--- src/rtl/edge_skew_feeder.sv ---
// Vector FIFO plus per-lane skew chains that feed one edge of a systolic array.
// Optional EDGE_SKEW_FEEDER_REVERSE_EN adds a per-vector descending-skew mode.
module edge_skew_feeder #(
  parameter int unsigned DATA_WIDTH  = 8,
  parameter int unsigned PE_PER_SIDE = 6,
  parameter int unsigned FIFO_DEPTH  = 4
) (
  input  logic                              clk,
  input  logic                              rst,
  input  logic                              in_valid,
  output logic                              in_ready,
  input  logic [DATA_WIDTH*PE_PER_SIDE-1:0] in_vector,
  input  logic                              advance,
`ifdef EDGE_SKEW_FEEDER_REVERSE_EN
  input  logic                              reverse_skew,
`endif
  output logic [DATA_WIDTH*PE_PER_SIDE-1:0] edge_out,
  output logic [PE_PER_SIDE-1:0]            edge_valid,
  output logic                              busy
);

  localparam int unsigned VecW  = DATA_WIDTH * PE_PER_SIDE;
  localparam int unsigned AddrW = $clog2(FIFO_DEPTH);
  localparam int unsigned CntW  = $clog2(PE_PER_SIDE) + 1;

  typedef enum logic [1:0] {StIdle, StStream, StDrain} state_e;

  logic [VecW-1:0]  mem_q [FIFO_DEPTH];
  logic [AddrW:0]   wr_ptr_q, rd_ptr_q, occ;
  logic             fifo_empty, fifo_full, empty_next;
  logic             push, pop, bubble;
  logic [VecW-1:0]  head;
  state_e           state_q, state_d;
  logic [CntW-1:0]  cnt_q, cnt_d;

  assign occ        = wr_ptr_q - rd_ptr_q;
  assign fifo_empty = (wr_ptr_q == rd_ptr_q);
  assign fifo_full  = (wr_ptr_q[AddrW] != rd_ptr_q[AddrW]) &&
                      (wr_ptr_q[AddrW-1:0] == rd_ptr_q[AddrW-1:0]);
  assign in_ready   = ~rst & ~fifo_full;
  assign push       = in_valid & in_ready;
  // Pop decision uses registered emptiness only: a same-cycle push is never bypassed.
  assign pop        = advance & ~fifo_empty;
  assign bubble     = advance & fifo_empty;
  assign head       = mem_q[rd_ptr_q[AddrW-1:0]];
  assign empty_next = (fifo_empty & ~push) | ((occ == (AddrW+1)'(1)) & pop & ~push);

  always_ff @(posedge clk) begin
    if (push) begin
      mem_q[wr_ptr_q[AddrW-1:0]] <= in_vector;
    end
  end

  always_ff @(posedge clk) begin
    if (rst) begin
      wr_ptr_q <= '0;
      rd_ptr_q <= '0;
    end else begin
      if (push) wr_ptr_q <= wr_ptr_q + 1'b1;
      if (pop)  rd_ptr_q <= rd_ptr_q + 1'b1;
    end
  end

`ifdef EDGE_SKEW_FEEDER_REVERSE_EN
  logic pop_rev;
  assign pop_rev = reverse_skew;
`endif

  for (genvar gi = 0; gi < PE_PER_SIDE; gi++) begin : g_lane
`ifdef EDGE_SKEW_FEEDER_REVERSE_EN
    localparam int unsigned Len    = PE_PER_SIDE;
    localparam int unsigned RevTap = PE_PER_SIDE - 1 - gi;
`else
    localparam int unsigned Len    = gi + 1;
`endif
    logic [DATA_WIDTH-1:0] data_q [Len];
    logic                  vld_q  [Len];

    always_ff @(posedge clk) begin
      if (rst) begin
        for (int j = 0; j < Len; j++) begin
          data_q[j] <= '0;
          vld_q[j]  <= 1'b0;
        end
      end else if (advance) begin
        data_q[0] <= pop ? head[gi*DATA_WIDTH +: DATA_WIDTH] : '0;
        vld_q[0]  <= pop;
        for (int j = 1; j < Len; j++) begin
          data_q[j] <= data_q[j-1];
          vld_q[j]  <= vld_q[j-1];
        end
      end
    end

`ifdef EDGE_SKEW_FEEDER_REVERSE_EN
    // Each stage carries the skew direction of its vector so the lane taps the right depth.
    logic rev_q [Len];
    logic fwd_hit, rev_hit;

    always_ff @(posedge clk) begin
      if (rst) begin
        for (int j = 0; j < Len; j++) rev_q[j] <= 1'b0;
      end else if (advance) begin
        rev_q[0] <= pop & pop_rev;
        for (int j = 1; j < Len; j++) rev_q[j] <= rev_q[j-1];
      end
    end

    assign fwd_hit = vld_q[gi] & ~rev_q[gi];
    assign rev_hit = vld_q[RevTap] & rev_q[RevTap];
    assign edge_out[gi*DATA_WIDTH +: DATA_WIDTH] =
        fwd_hit ? data_q[gi] : (rev_hit ? data_q[RevTap] : '0);
    assign edge_valid[gi] = fwd_hit | rev_hit;
`else
    assign edge_out[gi*DATA_WIDTH +: DATA_WIDTH] = data_q[gi];
    assign edge_valid[gi]                        = vld_q[gi];
`endif
  end

  // Counter tracks advances since the last valid pop; the deepest lane has
  // flushed once it has hit zero and one more advance occurs.
  always_comb begin
    state_d = state_q;
    cnt_d   = cnt_q;
    if (pop) begin
      cnt_d = CntW'(PE_PER_SIDE - 1);
    end else if (bubble && (cnt_q != '0)) begin
      cnt_d = cnt_q - 1'b1;
    end
    unique case (state_q)
      StIdle: begin
        if (push) state_d = StStream;
      end
      StStream: begin
        if (empty_next) state_d = StDrain;
      end
      StDrain: begin
        if (push) begin
          state_d = StStream;
        end else if (bubble && (cnt_q == '0)) begin
          state_d = StIdle;
        end
      end
      default: state_d = StIdle;
    endcase
  end

  always_ff @(posedge clk) begin
    if (rst) begin
      state_q <= StIdle;
      cnt_q   <= '0;
    end else begin
      state_q <= state_d;
      cnt_q   <= cnt_d;
    end
  end

  assign busy = (state_q != StIdle);

endmodule

--- config.mk ---
export PLATFORM = sky130hd
export DESIGN_NAME = edge_skew_feeder
export DESIGN_NICKNAME = d
export VERILOG_FILES = /design/src/rtl/edge_skew_feeder.sv
export SDC_FILE = /design/constraint.sdc
export NUM_CORES = 1
export LEC_CHECK = 0
export CORE_MARGIN = 2
export CORE_UTILIZATION = 40
export CTS_BUF_LIST = sky130_fd_sc_hd__clkbuf_2 sky130_fd_sc_hd__clkbuf_4 sky130_fd_sc_hd__clkbuf_8
export CTS_CLUSTER_SIZE = 8
export DETAILED_ROUTE_END_ITERATION = 7
export HOLD_SLACK_MARGIN = 0.08
export MAX_ROUTING_LAYER = met4
export RECOVER_POWER = 25
export SLEW_MARGIN = 10
export SYNTH_ARGS = -nofsm -noshare
export SYNTH_HDL_FRONTEND = slang
export SYNTH_SLANG_ARGS = --single-unit
--- constraint.sdc ---
create_clock -name clk -period 6 [get_ports clk]
set_input_delay 0.6 -clock clk [delete_from_list [all_inputs] [get_ports clk]]
set_output_delay 0.6 -clock clk [all_outputs]
set_load 0.02 [all_outputs]
==> results.yml, run 1 <==
routing:
  drt_first_pass_iters: 4
  postRouteAntennaNets: 0
  drc_errors: 0
  via_count: 6564
  routed_wl_um: 24000
  wl_per_cell_um: 17.4
  vias_per_cell: 4.76
  drtIter0Drc: 423
floorplan:
  core_area_um2: 36400
  initial_core_util_pct: 40.3
  fp-row-count: 70
  dieArea_um2: 38300
  ioPinCount: 108
  die_x_um: 196
  die_y_um: 196
power:
  p_comb_share_pct: 9.0
  peakVddDrop_mv: 0.217
  power_frac_seq_pct: 55.2
  p_leak_nw: 6.06
  powerDensity_nw_per_um2: 339
  intPower_w: 0.00452
  pwr-share-clk_pct: 35.8
  switching_power_w: 0.00128
  power_switching_share_pct: 22.0
place:
  dp_hpwl_um: 13200
  port_buffers: 107
  place_congestion: 0.688
min_path:
  hold_depth: 2
  holdPathEnd: "cnt_q[2]$_SDFFE_PP0P_"
  hold_class: "reg -> reg"
  holdCritStartpoint: "cnt_q[2]$_SDFFE_PP0P_"
worst_setup_path:
  rr_endpoint: "mem_q[3][11]$_DFFE_PP_"
  r2r-start: "wr_ptr_q[0]$_SDFFE_PP0P_"
  r2r_slack_ps: 2460
  arrival_ps: 4030
  rr_worst_depth: 5
  path_class: "in -> reg"
  end_kind: "register"
  critPathMaxFanout: 180
  required_ps: 6450
  start_kind: "primary input"
clock_tree:
  cts_setup_buffers: 0
  clock_sinks: 386
  hold_buffers: 0
  cts_tree: "built"
  cts-buffers-inserted: 60
  htree_levels: 2
  clk_pin_slew_worst_paths_ps: 60
  worstSkewPairLatency_ps: 600
  cts_resized: 0
  cts-root-buf: "clkbuf_8"
  cts_buffer_depth: 3
synthesis:
  synth-edff-count: 372
  synth_warnings: 0
  synth_flop_cell: "edfxtp_1"
  synth_area_um2: 14700
  synth_nets: 827
  ys_types: 42
  ys_ff_latch: 386
  yosysTopAreaCell: "edfxtp_1"
  synthTopCellsByArea: "edfxtp_1 (76%), mux4_2 (7.4%), and2_1 (5.6%)"
  synthArstFlopShare_pct: 0
  syn_inst: 765
  synth_most_common_cell: "edfxtp_1"
  syn-mean-instance-area_um2: 19.2
  synth_top_area_share_pct: 76.0
  synth_common_cells: "edfxtp_1 (372), and2_1 (132), and3_1 (48), mux4_2 (48), buf_4 (39)"
  ys_seq_area_share_pct: 77.9
sta:
  tightest_slew_ps: 2750
  rsz0062_at_grt: "false"
  timing.fmax_mhz: 279
  period_share_pct: 59.7
  setup_viol: 0
  hold_violations: 0
  slew_headroom_pct: -83.7
  fin_crit_ps: 3580
  setup-tns-final_ps: 0
  skew_ps: 27.7
  hold_ws_ps: 488
  slew_violations: 181
layout:
  nets: 928
  area_growth_pct: 16.3
  final_util_pct: 46.9
  drive_gt1_share_pct: 18.2
global_routing:
  grt_start_max_net_pins: 181
  antenna_found_initial: 8
  grt_pass1_wl_um: 37800
  grt_pass1_vias: 6840
  grt_overflow_total: 0
  grt_use_total_pct: 13.1
job:
  maxCapViolations: 1
run_status:
  status: "finished with violations"
  violations: "max-capacitance violations, max-slew violations"
[cells in the final DEF (no fill, tap or decap), types with 6 or more instances in the layout]
cell type / n
edfxtp_1: 372
and2_1: 132
clkbuf_8: 61
clkdlybuf4s50_1: 58
dlygate4sd3_1: 49
mux4_2: 48
and3_1: 48
clkbuf_4: 29
dfxtp_1: 12
ha_1: 9
diode_2: 8
nand2_1: 8
nor2_1: 7
buf_4: 7
inv_1: 6
[how the worst max path moves through the flow]
stage                                            to    start  cells past startpoint  slack [ps]
2_1_floorplan  g_lane[0].data_q[0][0]$_SDFFCE_PN0P_  advance                      2        2450
3_3_place_gp                  mem_q[3][6]$_DFFE_PP_      rst                      4        2450
3_5_place_dp                 mem_q[2][11]$_DFFE_PP_      rst                      4        2380
4_1_cts                                    in_ready      rst                      3        3020
5_1_grt        g_lane[0].data_q[0][3]$_SDFFCE_PN0P_  advance                      4        2010
6_report       g_lane[4].data_q[0][0]$_SDFFCE_PN0P_      rst                      4        2420
[flip-flops by register name (all words and copies together) (netlist names), named ones only]
name,flops
state_q,2
mem_q,192
wr_ptr_q,3
g_lane.vld_q,12
g_lane.data_q,168
rd_ptr_q,3
cnt_q,4
[kinds of logic (layout without fill, tap and decap cells)]
kind of cell             after synthesis  in the layout  synth area share [%]
other                                  0              8                     0
flip-flops                           386            386                  77.9
XOR/XNOR                               4              4                 0.289
buffers and inverters                 83            220                  3.46
adder cells (fa/ha/maj)               10             10                 0.902
AO/OA/AOI/OAI                         17             17                 0.996
multiplexers                          48             48                  7.36
AND/OR/NAND/NOR                      217            217                  9.09
[cell type report]
cell class / instances / area [um2]
Multi-Input combinational cell: 296 / 2730
Fill cell: 3078 / 19300
Timing Repair Buffer: 116 / 1150
Sequential cell: 386 / 11500
Tap cell: 468 / 586
Inverter: 6 / 22.5
Clock buffer: 90 / 1060
Antenna cell: 8 / 20.0
Clock inverter: 8 / 66.3
[power by group through the flow]
stage | clock [W] | sequential, W | combinational (W)
CTS | 0.00214 | 0.00320 | 0.000541
global route | 0.00227 | 0.00322 | 0.000567
global placement | 0 | 0.00326 | 0.000532
detailed placement | 0 | 0.00326 | 0.000540
floorplan | 0 | 0.00321 | 0.000424
finish | 0.00208 | 0.00320 | 0.000521
[through the flow]
stage	cell area [um2]	instances	total power [W]	setup WS, ps
after floorplan	14700	765	0.00363	2450
after global routing	17100	1375	0.00605	2010
after detailed placement	16000	1272	0.00380	2380
after CTS	17100	1370	0.00589	3020
after global placement	16000	1272	0.00379	2450
final	17100	1378	0.00579	2420
[routing by layer]
layer / track usage (%) / wire length [um] / vias to the layer above
met2: 21.0 / 11900 / 154
met5: - / 0 / -
met1: 16.4 / 10200 / 3276
met4: 5.27 / 557 / 0
met3: 3.13 / 1420 / 53
li1: - / - / 3081
[critical path: stages]
cell           delay, ps
dlygate4sd3_1        800
nor2b_4              180
clkbuf_2            1870
and3_1               410
No activity file was read; power rests on OpenSTA's default activity.
==> run 2, diff against run 1 <==
Clock period 6 ns to 3.55 ns, I/O delays scaled along.
==> run 2 against run 1 <==
  * The run now ends clean
  * First-iteration DRC count down 11%
  * Final cell count up 1.7%
  * Cell area up 2.0%
  * Flip-flop and latch count unchanged
  * Clock skew down 8.2 ps
  * Count of clock-buffer cells in the layout up 8
  * Global-route usage up 0.19 points
  * Utilization up 0.92 points
  * Highest routed layer unchanged
==> results.yml, run 2 (synthesized netlist as in run 1, its figures left out) <==
clock_tree:
  cts_setup_buffers: 0
  clock_sinks: 386
  cts_tree: "built"
  worstSkewPairLatency_ps: 570
  cts-buffers-inserted: 66
  cts_resized: 0
  cts-root-buf: "clkbuf_8"
  clk_pin_slew_worst_paths_ps: 60
  hold_buffers: 0
  cts_buffer_depth: 3
  htree_levels: 3
floorplan:
  dieArea_um2: 38300
  die_x_um: 196
  die_y_um: 196
  ioPinCount: 108
  initial_core_util_pct: 40.3
  fp-row-count: 70
  core_area_um2: 36400
layout:
  nets: 945
  stdcell_count: 1402
  final_cell_mix: "edfxtp_1 (372), and2_1 (132), clkbuf_8 (72), clkdlybuf4s50_1 (58), dlygate4sd3_1 (49)"
  drive_gt1_share_pct: 20.1
  regArea_um2: 11500
  layout_commonest_cell: "edfxtp_1"
  multi_input_area_um2: 2750
  finish.instance_area_um2: 17400
  area_growth_pct: 18.5
  largest_reg_flops: 192
  n_fill_cell: 3046
worst_setup_path:
  rr_endpoint: "mem_q[3][43]$_DFFE_PP_"
  required_ps: 3790
  path_class: "reg -> reg"
  r2r-start: "wr_ptr_q[0]$_SDFFE_PP0P_"
  rr_worst_depth: 5
  end_kind: "register"
  cp-startpoint: "wr_ptr_q[0]$_SDFFE_PP0P_"
  critPathMaxStageDelay_ps: 600
  r2r_slack_ps: 830
  cpLargestDelayFamily: "simple AND/OR/NAND/NOR gates"
  start_kind: "register"
  critPathMaxFanout: 19
  crit_slowest_cell: "and2_2"
  arrival_ps: 2960
  path_buf_inv: 2
  path_cells: "inv_1 > ha_1 > a311oi_4 > and2_2 > buf_4"
place:
  place_congestion: 0.680
  dp_hpwl_um: 14300
  place_area_um2: 16100
  port_buffers: 107
  dp_cells: 1283
routing:
  drtIter0Drc: 378
  postRouteAntennaNets: 0
  routed_wl_um: 24200
  vias_per_cell: 4.67
  via_count: 6554
  wl_per_cell_um: 17.2
  drc_errors: 0
  drt_first_pass_iters: 4
sta:
  skew_ps: 19.5
  period_share_pct: 76.5
  slew_headroom_pct: 29.0
  timing.fmax_mhz: 368
  setup_viol: 0
  fin_crit_ps: 2720
  hold_ws_ps: 498
  rsz0062_at_grt: "false"
  setup-tns-final_ps: 0
  slew_violations: 0
  tightest_slew_ps: 1060
  hold_violations: 0
global_routing:
  grt_use_total_pct: 13.3
  grt_overflow_total: 0
  grt_pass1_vias: 6711
  antenna_found_initial: 5
  grt_pass1_wl_um: 37700
  grt_start_max_net_pins: 82
min_path:
  hold_class: "reg -> reg"
  hold_depth: 2
  holdCritStartpoint: "cnt_q[2]$_SDFFE_PP0P_"
  holdPathEnd: "cnt_q[2]$_SDFFE_PP0P_"
power:
  p_leak_nw: 6.22
  peakVddDrop_mv: 0.311
  total_power_w: 0.0102
  powerDensity_nw_per_um2: 584
run_status:
  status: "completed"
job:
  maxCapViolations: 0
-- run 2: changes by cell type in the layout (fill, tap and decap cells not counted), sizes merged --
cell and change:
inv -1, buf +12, clkinv +9, diode -4, clkbuf +7, clkinvlp +1
-- run 2: area by class of cell --
type | instances | share of cell area, %
flip-flops and latches | 386 | 65.7
repair buffers | 127 | 7.51
well taps | 468 | 3.36
diodes | 4 | 0.0574
clock buffers | 98 | 6.81
multi-input cells | 296 | 15.8
clock inverters | 17 | 0.610
inverters | 6 | 0.129
-- run 2: how the worst max path moves through the flow --
stage / endpoint / cells past startpoint
after global routing: mem_q[3][43]$_DFFE_PP_ / 5
after floorplan: g_lane[0].data_q[0][0]$_SDFFCE_PN0P_ / 2
final: mem_q[3][43]$_DFFE_PP_ / 5
after detailed placement: mem_q[2][40]$_DFFE_PP_ / 5
after global placement: mem_q[2][44]$_DFFE_PP_ / 5
after CTS: mem_q[2][27]$_DFFE_PP_ / 5
-- run 2: per-layer routing --
| metal | part of all wire [%] | wire [um] | GRT usage (%) | vias up |
|---|---|---|---|---|
| met4 | 2.3 | 548 | 5.64 | 0 |
| li1 | - | - | - | 3129 |
| met1 | 45 | 10900 | 17.1 | 3217 |
| met3 | 5.3 | 1290 | 3.56 | 53 |
| met2 | 47 | 11400 | 20.2 | 155 |
| met5 | 0 | 0 | - | - |
-- run 2: worst register-to-register path: stages (launching register included) --
cell      delay [ps]
dfxtp_1          410
inv_1            110
ha_1             380
a311oi_4         510
and2_2           600
buf_4            380
-- run 2: power breakdown --
| group | internal [W] | switching [W] | total [W] |
|---|---|---|---|
| sequential | 0.00526 | 0.000153 | 0.00541 |
| clock | 0.00220 | 0.00165 | 0.00386 |
| combinational | 0.000448 | 0.000459 | 0.000907 |
| total | 0.00791 | 0.00227 | 0.0102 |
-- run 2: stage by stage --
stage / util, % / setup WS (ps)
after floorplan: - / 247
after global placement: 44.2 / 878
after detailed placement: 44.2 / 809
after CTS: 47.8 / 796
after global routing: 47.8 / 690
final: 47.8 / 833
==> run 3, diff against run 2 <==
Clock period 3.55 ns to 2.3 ns, I/O delays scaled along.
==> run 3 against run 2 <==
  * Clock power increased by 40%
  * Final cell count about the same
  * Wire length grew 0.18%
==> results.yml, run 3 (synthesized netlist as in run 1, its figures left out) <==
run_status:
  status: "completed"
worst_setup_path:
  rr_endpoint: "g_lane[2].data_q[0][2]$_SDFFCE_PN0P_"
  critPathMaxStageDelay_ps: 390
  end_kind: "output port"
  r2r_slack_ps: 230
  critPathMaxFanout: 4
  path_buf_inv: 2
  crit_cells: 4
  crit_slowest_cell: "dfxtp_1"
  r2r-start: "wr_ptr_q[0]$_SDFFE_PP0P_"
  required_ps: 2070
  rr_worst_depth: 6
  crit_end: "in_ready"
  cpLargestDelayFamily: "buffers and inverters"
  path_cells: "inv_1 > ha_2 > a31oi_1 > clkdlybuf4s15_2"
  cp-startpoint: "wr_ptr_q[0]$_SDFFE_PP0P_"
  arrival_ps: 1950
  start_kind: "register"
  path_class: "reg -> out"
clock_tree:
  worstSkewPairLatency_ps: 620
  clk_pin_slew_worst_paths_ps: 60
  cts_setup_buffers: 0
  cts_buffer_depth: 3
  cts_tree: "built"
  cts_resized: 4
  htree_levels: 2
  hold_buffers: 0
  cts-root-buf: "clkbuf_8"
  clock_sinks: 386
  cts-buffers-inserted: 61
min_path:
  hold_depth: 1
  hold_class: "in -> reg"
layout:
  largest_reg_flops: 192
  multi_input_area_um2: 2740
  regArea_um2: 11500
  layout_commonest_cell: "edfxtp_1"
  area_growth_pct: 18.7
  nets: 950
  final_cell_mix: "edfxtp_1 (372), and2_1 (132), clkbuf_8 (62), clkdlybuf4s50_1 (57), dlygate4sd3_1 (49)"
  final_util_pct: 47.9
  n_fill_cell: 3048
  drive_gt1_share_pct: 19.4
floorplan:
  die_y_um: 196
  ioPinCount: 108
  initial_core_util_pct: 40.3
  core_area_um2: 36400
  die_x_um: 196
  dieArea_um2: 38300
  fp-row-count: 70
sta:
  hold_ws_ps: 312
  tightest_slew_ps: 1140
  setup_viol: 0
  slew_headroom_pct: 24.2
  worst_slack_ps: 122
  fin_crit_ps: 2180
  slew_violations: 0
  period_share_pct: 94.7
  rsz0062_at_grt: "false"
  timing.fmax_mhz: 459
  hold_violations: 0
  skew_ps: 37.6
place:
  dp_slack_ps: 248
  port_buffers: 107
  dp_hpwl_um: 14100
  place_congestion: 0.730
routing:
  wl_per_cell_um: 17.3
  postRouteAntennaNets: 0
  drt_first_pass_iters: 4
  drtIter0Drc: 340
  via_count: 6583
  vias_per_cell: 4.69
  drc_errors: 0
  routed_wl_um: 24200
global_routing:
  grt_pass1_wl_um: 38300
  grt_overflow_total: 0
  antenna_found_initial: 8
  grt_start_max_net_pins: 67
  grt_use_total_pct: 13.4
  grt_pass1_vias: 6960
power:
  pwr-share-clk_pct: 35.4
  peakVddDrop_mv: 0.388
  p_comb_share_pct: 10.4
  intPower_w: 0.0118
  total_power_w: 0.0153
  powerDensity_nw_per_um2: 875
  power_frac_seq_pct: 54.2
  switching_power_w: 0.00343
  p_leak_nw: 6.22
  power_switching_share_pct: 22.4
job:
  maxCapViolations: 0
-- run 3: cell types whose count changed in the layout (fill, tap and decap cells not counted), sizes merged --
cell,delta
diode,+2
clkinvlp,-2
clkdlybuf4s50,-1
clkdlybuf4s15,+1
inv,+2
buf,+9
clkbuf,-13
clkinv,+3
-- run 3: area by class of cell --
cell class / count / area share [%]
well taps: 468 / 3.36
flip-flops and latches: 386 / 65.7
inverters: 6 / 0.129
clock inverters: 20 / 0.667
repair buffers: 137 / 8.56
multi-input cells: 296 / 15.7
clock buffers: 84 / 5.84
diodes: 6 / 0.0860
-- run 3: how the worst min path moves through the flow --
| stage | start | endpoint |
|---|---|---|
| 2_1_floorplan | in_vector[0] | mem_q[0][0]$_DFFE_PP_ |
| 3_3_place_gp | cnt_q[2]$_SDFFE_PP0P_ | cnt_q[2]$_SDFFE_PP0P_ |
| 3_5_place_dp | cnt_q[2]$_SDFFE_PP0P_ | cnt_q[2]$_SDFFE_PP0P_ |
| 4_1_cts | in_vector[15] | mem_q[0][15]$_DFFE_PP_ |
| 5_1_grt | in_vector[15] | mem_q[0][15]$_DFFE_PP_ |
| 6_report | in_vector[15] | mem_q[0][15]$_DFFE_PP_ |
-- run 3: routing by layer --
metal / global-route usage (%) / routed length (um) / vias to the layer above
met3: 3.21 / 1180 / 63
met4: 5.64 / 677 / 0
met2: 20.6 / 11400 / 166
li1: - / - / 3133
met1: 17.2 / 11000 / 3221
met5: - / 0 / -
-- run 3: power groups by stage --
| stage | sequential, W | combinational [W] | clock (W) |
|---|---|---|---|
| finish | 0.00827 | 0.00159 | 0.00541 |
| global route | 0.00831 | 0.00174 | 0.00591 |
| CTS | 0.00827 | 0.00163 | 0.00559 |
| detailed placement | 0.00842 | 0.00163 | 0 |
| global placement | 0.00841 | 0.00162 | 0 |
| floorplan | 0.00837 | 0.00111 | 0 |
-- run 3: stage by stage --
| stage | TNS (ps) | instances | area [um2] |
|---|---|---|---|
| finish | 0 | 1403 | 17400 |
| global route | 0 | 1403 | 17400 |
| CTS | 0 | 1397 | 17400 |
| detailed placement | 0 | 1293 | 16300 |
| global placement | 0 | 1293 | 16300 |
| floorplan | -15570 | 765 | 14700 |
-- run 3: worst register-to-register path, cell delays in order (launching register included) --
cell	delay (ps)
dfxtp_1	390
inv_1	110
ha_2	380
nand2_1	110
or2_2	350
buf_12	210
and3_1	220
==> patch, RTL diff (flow settings as in run 2) <==
Build with the macro `EDGE_SKEW_FEEDER_REVERSE_EN` defined.
--- a/src/rtl/edge_skew_feeder.sv
+++ b/src/rtl/edge_skew_feeder.sv
@@ -1,5 +1,7 @@
 // Vector FIFO plus per-lane skew chains that feed one edge of a systolic array.
 // Optional EDGE_SKEW_FEEDER_REVERSE_EN adds a per-vector descending-skew mode.
+`define EDGE_SKEW_FEEDER_REVERSE_EN
+
 module edge_skew_feeder #(
   parameter int unsigned DATA_WIDTH  = 8,
   parameter int unsigned PE_PER_SIDE = 6,
Interface: changed (added reverse_skew); port bits go from 108 to 109. The function was not compared with the original's and may differ.
==> patch against run 2 <==
- the flow now finishes with violations (max-capacitance violations, max-slew violations)
- routed wire length rose by 25%
- die area increased by 19%
- maximum frequency decreased by 13%
- synthesized cell count is 25% higher
- worst setup slack got worse by 0.39 ns
- design area grew 20%
- power rose by 16%
- sequential cell count increased by 72
- area after synthesis is 20% higher
==> patch: results (changes against run 2) <==
Cells and area
  – Logic inverters: 7 (+1)
  – Clkbuf count: 109 (+11%)
  – Number of fill cells: 3621 (+19%)
  – Fraction of area in multi-input gates: 0.1782 (+0.02048)
  – NonClk Buf Share: 0.06623 (-0.008883)
  – Seq cells: 458 (+19%)
  – Buffers, non-clock: 132 (+3.9%)
  – Number of flip-flops in the largest register: 240 (+25%)
  – Nets: 1179 (+25%)

Synth
  – Register area share after synthesis: 0.7743 (-0.004826)
  – Top post-synthesis cells by area: edfxtp_1, and2_1, mux4_2
  – Top cells by count, synth: edfxtp_1, and2_1, nor2b_1, a22o_1, mux4_2
  – Post-Synthesis Net Count: 1017 (+23%)

Placement
  – IO buf count: 108 (+0.93%)
  – Post-place setup slack: 0.9263 ns (+0.1175 ns)
  – Area after DPL: 0.01953 mm^2 (+21%)
  – Detailed Place HPWL: 18180 um (+27%)

Run status
  – Outcome: finished, violations left
  – Failing checks: max-capacitance violations, max-slew violations

Setup path
  – CP endpoint: edge_out[8]
  – Crit path max-delay family: buffers and inverters
  – Max stage delay on crit path: 0.63 ns (+0.03 ns)
  – CP Launch Point: g_lane[3].vld_q[0][1]$_SDFFCE_PN0P_
  – Crit path DAT: 2.76 ns (-0.20 ns)
  – Worst r2r dst: mem_q[3][17]$_DFFE_PP_

Run
  – Max cap viols: 2 (+2)

Hold path
  – Worst Hold Endpoint: mem_q[0][32]$_DFFE_PP_
  – Worst Hold Launch: in_vector[32]
  – Hold depth: 1 (-1)
  – Hold crit path type: input pin to flip-flop

Global route
  – Largest net degree at the start of global routing: 203 (+150%)
  – Antenna violations before repair: 4 (-1)
  – GRT Resource Usage Total: 0.1402 (+0.006862)
  – First-pass GRT wire length: 46660 um (+24%)

Timing
  – Clk_skew: 0.01789 ns (-0.001600 ns)
  – Slew Limit Fails: 233 (+233)

Pwr
  – Switch Pwr: 2578 uW (+14%)
  – Sequential cell power: 6430 uW (+19%)
==> patch: changes by cell type after synthesis, sizes merged, moves of 5 or more <==
cell / delta
edfxtp: +72
and2: +71
nor2b: +52
a22o: +48
and3: -48
buf: -39
clkbuf: +9
nor2: +9
nand2b: +7
nand2: +5
==> patch: logic make-up after synthesis <==
family,share of synthesized area
xor gates and xnor gates,0.002420
buffers and inverters,0.01331
adders and majority gates,0.007544
DFF,0.7743
muxes,0.06262
and+or+nand+nor,0.1084
AOI/OAI and AO/OA,0.03145
==> patch: stage by stage <==
step | utilization | hold slack, ns | std cells
after detailed placement | 0.4513 | 0.4909 | 1624
after global routing | 0.4838 | 0.4415 | 1750
final | 0.4838 | 0.4727 | 1750
after CTS | 0.4843 | 0.3481 | 1746
after global placement | 0.4513 | 0.4832 | 1624
after floorplan | - | 0.4539 | 954
==> patch: routing by layer <==
metal	share of wire	routed length, um	global-route usage
met5	0	0	-
met4	0.017	521	0.05053
met3	0.062	1866	0.03984
met2	0.46	13740	0.2006
met1	0.46	14000	0.1922
